File: src/rtl/reg_write_arbiter_if.sv
// Register-file writeback bus: pipeline port, multicycle port,
// issue scoreboard feed and the registered register-file write.
interface reg_write_arbiter_if;
    logic        p0_valid;
    logic [4:0]  p0_rd;
    logic [31:0] p0_data;
    logic        p0_stall;
    logic        m_valid;
    logic [4:0]  m_rd;
    logic [31:0] m_data;
    logic        m_ready;
    logic        iss_valid;
    logic [4:0]  iss_rd;
    logic [31:0] busy;
    logic        rf_we;
    logic [4:0]  rf_rd;
    logic [31:0] rf_wdata;

    modport master (
        output p0_valid, p0_rd, p0_data,
        input  p0_stall,
        output m_valid, m_rd, m_data,
        input  m_ready,
        output iss_valid, iss_rd,
        input  busy, rf_we, rf_rd, rf_wdata
    );

    modport slave (
        input  p0_valid, p0_rd, p0_data,
        output p0_stall,
        input  m_valid, m_rd, m_data,
        output m_ready,
        input  iss_valid, iss_rd,
        output busy, rf_we, rf_rd, rf_wdata
    );
endinterface

File: src/rtl/reg_write_arbiter.sv
// Single-port register-file write arbiter between the pipeline and a
// multicycle unit, with a WAW scoreboard and starvation forcing.
module reg_write_arbiter #(
    parameter int STARVE_LIMIT = 4
) (
    input logic clk,
    input logic rst_n,
    reg_write_arbiter_if.slave bus
);
    localparam int CW = (STARVE_LIMIT > 0) ? $clog2(STARVE_LIMIT + 1) : 1;
    localparam logic [CW-1:0] LIMIT = CW'(STARVE_LIMIT);

    logic [CW-1:0] wait_cnt;
    logic [CW-1:0] wait_nxt;
    logic [31:0]   busy_q;
    logic [31:0]   busy_d;
    logic          force_m;
    logic          p0_hazard;
    logic          p0_grant;
    logic          m_grant;
    logic          wr_en;
    logic [4:0]    wr_rd;
    logic [31:0]   wr_data;
    logic          rf_we_q;
    logic [4:0]    rf_rd_q;
    logic [31:0]   rf_wdata_q;

    always_comb begin
        force_m   = bus.m_valid && (wait_cnt == LIMIT);
        p0_hazard = bus.p0_valid && (bus.p0_rd != 5'd0)
                    && busy_q[bus.p0_rd];
        p0_grant  = bus.p0_valid && !force_m && !p0_hazard;
        m_grant   = bus.m_valid && !p0_grant;

        wr_rd   = p0_grant ? bus.p0_rd : bus.m_rd;
        wr_data = p0_grant ? bus.p0_data : bus.m_data;
        // r0 writes still handshake but never reach the file
        wr_en   = (p0_grant || m_grant) && (wr_rd != 5'd0);
    end

    always_comb begin
        wait_nxt = wait_cnt;
        if (!bus.m_valid || m_grant)
            wait_nxt = '0;
        else if (wait_cnt != LIMIT)
            wait_nxt = wait_cnt + CW'(1);
    end

    always_comb begin
        busy_d = busy_q;
        if (m_grant)
            busy_d[bus.m_rd] = 1'b0;
        // a same-cycle issue to the index being retired keeps it busy
        if (bus.iss_valid)
            busy_d[bus.iss_rd] = 1'b1;
        busy_d[0] = 1'b0;
    end

    always_ff @(posedge clk or negedge rst_n) begin
        if (!rst_n) begin
            wait_cnt   <= '0;
            busy_q     <= '0;
            rf_we_q    <= 1'b0;
            rf_rd_q    <= 5'd0;
            rf_wdata_q <= 32'd0;
        end else begin
            wait_cnt   <= wait_nxt;
            busy_q     <= busy_d;
            rf_we_q    <= wr_en;
            rf_rd_q    <= wr_en ? wr_rd : 5'd0;
            rf_wdata_q <= wr_en ? wr_data : 32'd0;
        end
    end

    assign bus.p0_stall = bus.p0_valid && !p0_grant;
    assign bus.m_ready  = m_grant;
    assign bus.busy     = busy_q;
    assign bus.rf_we    = rf_we_q;
    assign bus.rf_rd    = rf_rd_q;
    assign bus.rf_wdata = rf_wdata_q;
endmodule

File: src/flat_wrapper.sv
// flat-port wrapper written by rule: the top's interface ports become plain ports
module reg_write_arbiter_flat 
#(
    parameter int STARVE_LIMIT = 4
)
  (clk, rst_n, bus_p0_valid, bus_p0_rd, bus_p0_data, bus_p0_stall, bus_m_valid, bus_m_rd, bus_m_data, bus_m_ready, bus_iss_valid, bus_iss_rd, bus_busy, bus_rf_we, bus_rf_rd, bus_rf_wdata);
  reg_write_arbiter_if bus_i ();
  input logic clk;
  input logic rst_n;
  input wire logic [$bits(bus_i.p0_valid)-1:0] bus_p0_valid;
  input wire logic [$bits(bus_i.p0_rd)-1:0] bus_p0_rd;
  input wire logic [$bits(bus_i.p0_data)-1:0] bus_p0_data;
  output wire logic [$bits(bus_i.p0_stall)-1:0] bus_p0_stall;
  input wire logic [$bits(bus_i.m_valid)-1:0] bus_m_valid;
  input wire logic [$bits(bus_i.m_rd)-1:0] bus_m_rd;
  input wire logic [$bits(bus_i.m_data)-1:0] bus_m_data;
  output wire logic [$bits(bus_i.m_ready)-1:0] bus_m_ready;
  input wire logic [$bits(bus_i.iss_valid)-1:0] bus_iss_valid;
  input wire logic [$bits(bus_i.iss_rd)-1:0] bus_iss_rd;
  output wire logic [$bits(bus_i.busy)-1:0] bus_busy;
  output wire logic [$bits(bus_i.rf_we)-1:0] bus_rf_we;
  output wire logic [$bits(bus_i.rf_rd)-1:0] bus_rf_rd;
  output wire logic [$bits(bus_i.rf_wdata)-1:0] bus_rf_wdata;
  assign bus_i.p0_valid = bus_p0_valid;
  assign bus_i.p0_rd = bus_p0_rd;
  assign bus_i.p0_data = bus_p0_data;
  assign bus_p0_stall = bus_i.p0_stall;
  assign bus_i.m_valid = bus_m_valid;
  assign bus_i.m_rd = bus_m_rd;
  assign bus_i.m_data = bus_m_data;
  assign bus_m_ready = bus_i.m_ready;
  assign bus_i.iss_valid = bus_iss_valid;
  assign bus_i.iss_rd = bus_iss_rd;
  assign bus_busy = bus_i.busy;
  assign bus_rf_we = bus_i.rf_we;
  assign bus_rf_rd = bus_i.rf_rd;
  assign bus_rf_wdata = bus_i.rf_wdata;
  reg_write_arbiter #(.STARVE_LIMIT(STARVE_LIMIT)) u_core (.clk(clk), .rst_n(rst_n), .bus(bus_i));
endmodule
File: config.mk
export PLATFORM = sky130hd
export DESIGN_NAME = reg_write_arbiter_flat
export DESIGN_NICKNAME = d
export VERILOG_FILES = /design/src/rtl/reg_write_arbiter_if.sv /design/src/rtl/reg_write_arbiter.sv /design/src/flat_wrapper.sv
export SDC_FILE = /design/constraint.sdc
export NUM_CORES = 1
export LEC_CHECK = 0
export BUFFER_PORTS_ARGS = -buffer_cell sky130_fd_sc_hd__buf_2
export CORE_MARGIN = 3
export CORE_UTILIZATION = 38
export CTS_BUF_LIST = sky130_fd_sc_hd__clkbuf_4
export DETAILED_ROUTE_END_ITERATION = 12
export GPL_TIMING_DRIVEN = 0
export PLACE_DENSITY = 0.74
export SLEW_MARGIN = 20
export SYNTH_ARGS = -nofsm -noshare
export SYNTH_HDL_FRONTEND = slang
export SYNTH_SLANG_ARGS = --single-unit
File: constraint.sdc
create_clock -name clk -period 2.7 [get_ports clk]
set_input_delay 0.135 -clock clk [delete_from_list [all_inputs] [get_ports clk]]
set_output_delay 0.135 -clock clk [all_outputs]
set_load 0.03 [all_outputs]
* Yosys cells after proc, flatten, opt, wreduce, memory -nomap -nowiden
Cells that the tools add are included.
** Storage, ports and cells
- Input port bits :: 84
- Output and inout port bits :: 72
- Register bits after elaboration :: 72
- Word-level logic and storage cells :: 49
** Operators by class
- Multiplexer cells :: 14
- Reduce and logical (&&, ||, !) cells :: 19
- Add/sub/neg operators :: 1
- Eq/ne operators :: 2
- Bitwise operators :: 3
- $lt $le $gt $ge :: 5
** Operators with widths (number)
- $mux W32 :: 4
- $and A32 B32 Y32 :: 1
- $not A32 Y32 :: 1
- $or A32 B32 Y32 :: 1
- $lt A5 B6 Y1 const B :: 3
- $demux W1 S5 :: 2
- $ge A5 B1 Y1 const B :: 2
- $logic_and A1 B1 Y1 :: 10
- $mux W5 :: 2
- $reduce_bool A5 Y1 :: 2
- $mux W3 :: 2
- $bmux W1 S5 :: 1
- $logic_not A1 Y1 :: 4
- $add A3 B1 Y3 const B :: 1
- $eq A3 B3 Y1 const B :: 1
- $mux W1 :: 3
- $ne A3 B3 Y1 const B :: 1
- $logic_or A1 B1 Y1 :: 2
- $reduce_bool A2 Y1 :: 1

* Longest topological paths before layout
- Depth after elaboration :: 10
- Gate-level depth with buffers :: 10
- Depth with buffers taken out :: 9

* Least setup slack after synthesis
Ideal clock, no wire load.
- Path kind :: register to register
- From :: register u_core.busy_q[15], in the netlist u_core.bus.busy[15]
- To :: register u_core.rf_wdata_q[22], in the netlist u_core.bus.rf_wdata[22]
- Setup slack :: 0.389 ns
- Path buffers :: 1
- Arrival time :: 2.192 ns
- Period minus slack after synthesis :: 2.311 ns
- Data required time :: 2.581 ns
- Cell stages (with the launch flop) :: 9
- Cell sequence :: dfrtp_1 mux4_2 nand2b_4 a31oi_4 o31ai_2 and3_4 a211oi_4 buf_6 nor2_2
** On the way
- Word-level cells in the longest chain between the ends :: 10
- Elaborated cells on any way between the ends :: 13
- Classes of those cells :: mux (5); reduce/logical (8)
** Ends and longest elaborated chain
- start, declared :: RTL line reg_write_arbiter.sv:15 : logic [31:0] busy_q;
- start signal, assigned :: RTL line reg_write_arbiter.sv:68 : busy_q <= busy_d;
- $bmux W1 S5 (*) :: RTL line reg_write_arbiter.sv:31 : && busy_q[bus.p0_rd];
- $mux W1 (not written as such) (*) :: RTL line reg_write_arbiter.sv:31
- $logic_and A1 B1 Y1 (*) :: RTL line reg_write_arbiter.sv:31
- $logic_not A1 Y1 (*) :: RTL line reg_write_arbiter.sv:32 : p0_grant = bus.p0_valid && !force_m && !p0_hazard;
- $logic_and A1 B1 Y1 (*) :: RTL line reg_write_arbiter.sv:32
- parallel branches: the longest is 4 deep, another holds $mux W5
- $mux W32 (*) :: RTL line reg_write_arbiter.sv:71 : rf_wdata_q <= wr_en ? wr_data : 32'd0;
- end signal, assigned :: RTL line reg_write_arbiter.sv:71
- end, declared :: RTL line reg_write_arbiter.sv:26 : logic [31:0] rf_wdata_q;
Mark *: on every way between the ends. The select of a mux whose other input is x is not followed.
A chain may end at the register's enable or synchronous reset.

* Worst setup path after layout
- From :: register u_core.busy_q[14], in the netlist u_core.bus.busy[14]
- To :: register u_core.rf_wdata_q[0], in the netlist u_core.bus.rf_wdata[0]
The elaborated chain is that of the path after synthesis.

==> flow_summary.toml <==
[run_status]
status = "completed"

[pwr]
power_density_nw_per_um2 = 655.6
ir_drop_uv = 283.2
power.total_mw = 3.469
leakagePower_nw = 2.533

[place]
dp_cells = 576
post-place-ws_ns = 0.2562
io_buffers = 147
post-dp-hpwl_um = 7888
routabilityCongestion = 0.8975

[drt]
firstDrtPassIters = 5
drt-initial-drc-count = 213
drc = 0
drtAntennaViolNets = 0
totalWireLength_um = 12090
vias_per_cell = 5.399
wl_per_cell_um = 18.30
vias = 3569

[yosys]
synth_area_um2 = 3547
syn_area_per_cell_um2 = 11.08
ys_ff_latch = 72
syn_inst = 320
ys.warnings.count = 0
syn-num-nets = 406
ys.flop_type = "dfrtp_1"
yosysUniqueCellTypes = 47
async_reset_ff_share_pct = 100.0
synth_edf_count = 0
synth_seq_area_share_pct = 50.79

[run]
drv_cap = 0

[timing]
worst_slew_pin_slew_ns = 0.5725
timing.setup.tns_ns = 0
whs_ns = 0.03514
period_share_pct = 95.52
drv_slew = 0
fin_worst_skew_ns = 0.02464
rsz0062_at_grt = "no"
min_period_ns = 2.579
hold_viol_final = 0
setup_viol = 0
fin_ws_ns = 0.1209
timing.fmax_mhz = 387.7
slew_headroom_pct = 61.84

[worst_setup_path]
rrSetupSlack_ns = 0.12
end_kind = "register"
worstSetupPathType = "register to register"
critPathArrivalTime_ns = 2.87
cp_max_fo = 5
endpoint = "u_core.bus.rf_wdata[0]"
rr_startpoint = "u_core.bus.busy[14]"
reg2regPathDepth = 9
startpoint = "u_core.bus.busy[14]"
r2r-end = "u_core.bus.rf_wdata[0]"
crit_path_start_kind = "register"
required_ns = 2.99

[worst_hold_path]
min_path_type = "input pin to register"
min_path_cells = 3

[clock_network]
cts-root-buf = "clkbuf_4"
clk_pin_slew_ns = 0.12
htree_levels = 3
cts_tree = "done"
cts.sinks = 72
clk_latency_ns = 0.41
cts_buffers = 9
cts_buffer_depth = 2

[final_layout]
most-common-layout-cells = "151 x buf_2, 72 x dfrtp_1, 65 x dlygate4sd3_1"
drive_above_1_share_pct = 38.04
fin_cells = 661
area_growth_pct = 49.17
final_nets = 633
final_common_cell = "buf_2"

[grt]
track_usage_pct = 22.51
grt_pass1_wl_um = 18070
grt_overflow = 0
grt_pass1_vias = 3712
antenna_found_initial = 0
grt_max_degree = 40

[die]
coreArea_um2 = 8891
dieHeight_um = 102.6
initial_core_util_pct = 39.90
row_count = 34
die_area_um2 = 10530
io_pins = 156
die_w_um = 102.6
[critical path: stages (launching register included)]
cell and delay (ns):
dfrtp_1 0.43, mux4_2 0.49, nand2b_4 0.16, a31oi_4 0.14
o31ai_2 0.15, nor2_4 0.15, buf_12 0.13, mux2i_1 0.21
dlygate4sd3_1 0.57, nor2_1 0.04
[worst min path at each step]
stage	endpoint	start	slack, ns
5_1_grt	u_core.bus.rf_rd[0]	bus_m_rd[0]	0.04
3_3_place_gp	u_core.bus.rf_wdata[15]	bus_m_data[15]	0.38
4_1_cts	u_core.bus.rf_rd[1]	bus_m_rd[1]	0.004
3_5_place_dp	u_core.bus.rf_we	rst_n	0.14
6_report	u_core.bus.rf_rd[1]	bus_m_rd[1]	0.04
2_1_floorplan	u_core.bus.busy[10]	rst_n	-0.16
[report_power, final]
group	internal [mW]	switching, mW
Sequential	1.27	0.124
Clock	0.381	0.383
Combinational	0.473	0.837
Total	2.12	1.34
[repair_timing]
item,4_1_cts,5_1_grt
hold buffers,65,0
setup buffers,0,3
hold endpoints to repair,72,0
gates resized for setup,0,1
endpoints found under the setup margin,0,2
[layout make-up]
type / count / area, um^2
Buffer: 23 / 162.7
Inverter: 4 / 15.01
Timing Repair Buffer: 216 / 1444
Sequential cell: 72 / 1802
Multi-Input combinational cell: 221 / 1572
Antenna cell: 1 / 2.502
Fill cell: 750 / 3600
Tap cell: 108 / 135.1
Clock buffer: 10 / 75.07
Clock inverter: 6 / 83.83
[through the flow]
step,utilization [%],area [um^2]
CTS,59.05,5250
global placement,49.69,4418
finish,59.51,5291
floorplan,-,3547
global route,59.48,5289
detailed placement,49.94,4441
[Yosys cell counts (all sizes together) (2+ instances only)]
| cell | count | area [um^2] |
|---|---|---|
| a21oi | 2 | 10.01 |
| a22oi | 2 | 15.01 |
| a31oi | 2 | 27.53 |
| and3 | 3 | 23.77 |
| buf | 18 | 133.9 |
| clkbuf | 4 | 18.77 |
| dfrtp | 72 | 1802 |
| ha | 2 | 25.02 |
| inv | 4 | 15.01 |
| mux2i | 44 | 440.4 |
| mux4 | 2 | 48.80 |
| nand2 | 12 | 45.04 |
| nand2b | 4 | 32.53 |
| nand3 | 5 | 25.02 |
| nand3b | 10 | 75.07 |
| nor2 | 41 | 183.9 |
| nor2b | 3 | 18.77 |
| o21ai | 36 | 180.2 |
| o22ai | 2 | 12.51 |
| o31ai | 32 | 245.2 |
| or3 | 3 | 18.77 |
| or3b | 5 | 43.79 |
[sequential cells by signal (all words and copies together), names as in the netlist]
signal and count:
u_core.bus.rf_we 1, u_core.bus.rf_wdata 32, u_core.bus.busy 31, u_core.bus.rf_rd 5
u_core.wait_cnt 3
[metal layers]
layer,vias up,GRT usage [%],wire [um]
met5,-,0,0
met4,0,13.02,498
met3,50,5.277,913
met2,198,36.99,6100
met1,1711,26.97,4581
li1,1610,-,-
[logic make-up (layout without fill, tap and decap cells)]
group | count (synthesis) | in the layout | synth area share, %
AND/OR/NAND/NOR | 91 | 91 | 14.22
AO/OA/AOI/OAI | 80 | 80 | 15.13
flip-flops | 72 | 72 | 50.79
multiplexers | 46 | 46 | 13.79
buffers and inverters | 27 | 259 | 5.009
adder cells (fa/ha/maj) | 2 | 2 | 0.7054
other | 1 | 2 | 0.1057
XOR/XNOR | 1 | 1 | 0.2470
No activity file was read; power rests on OpenSTA's default activity.
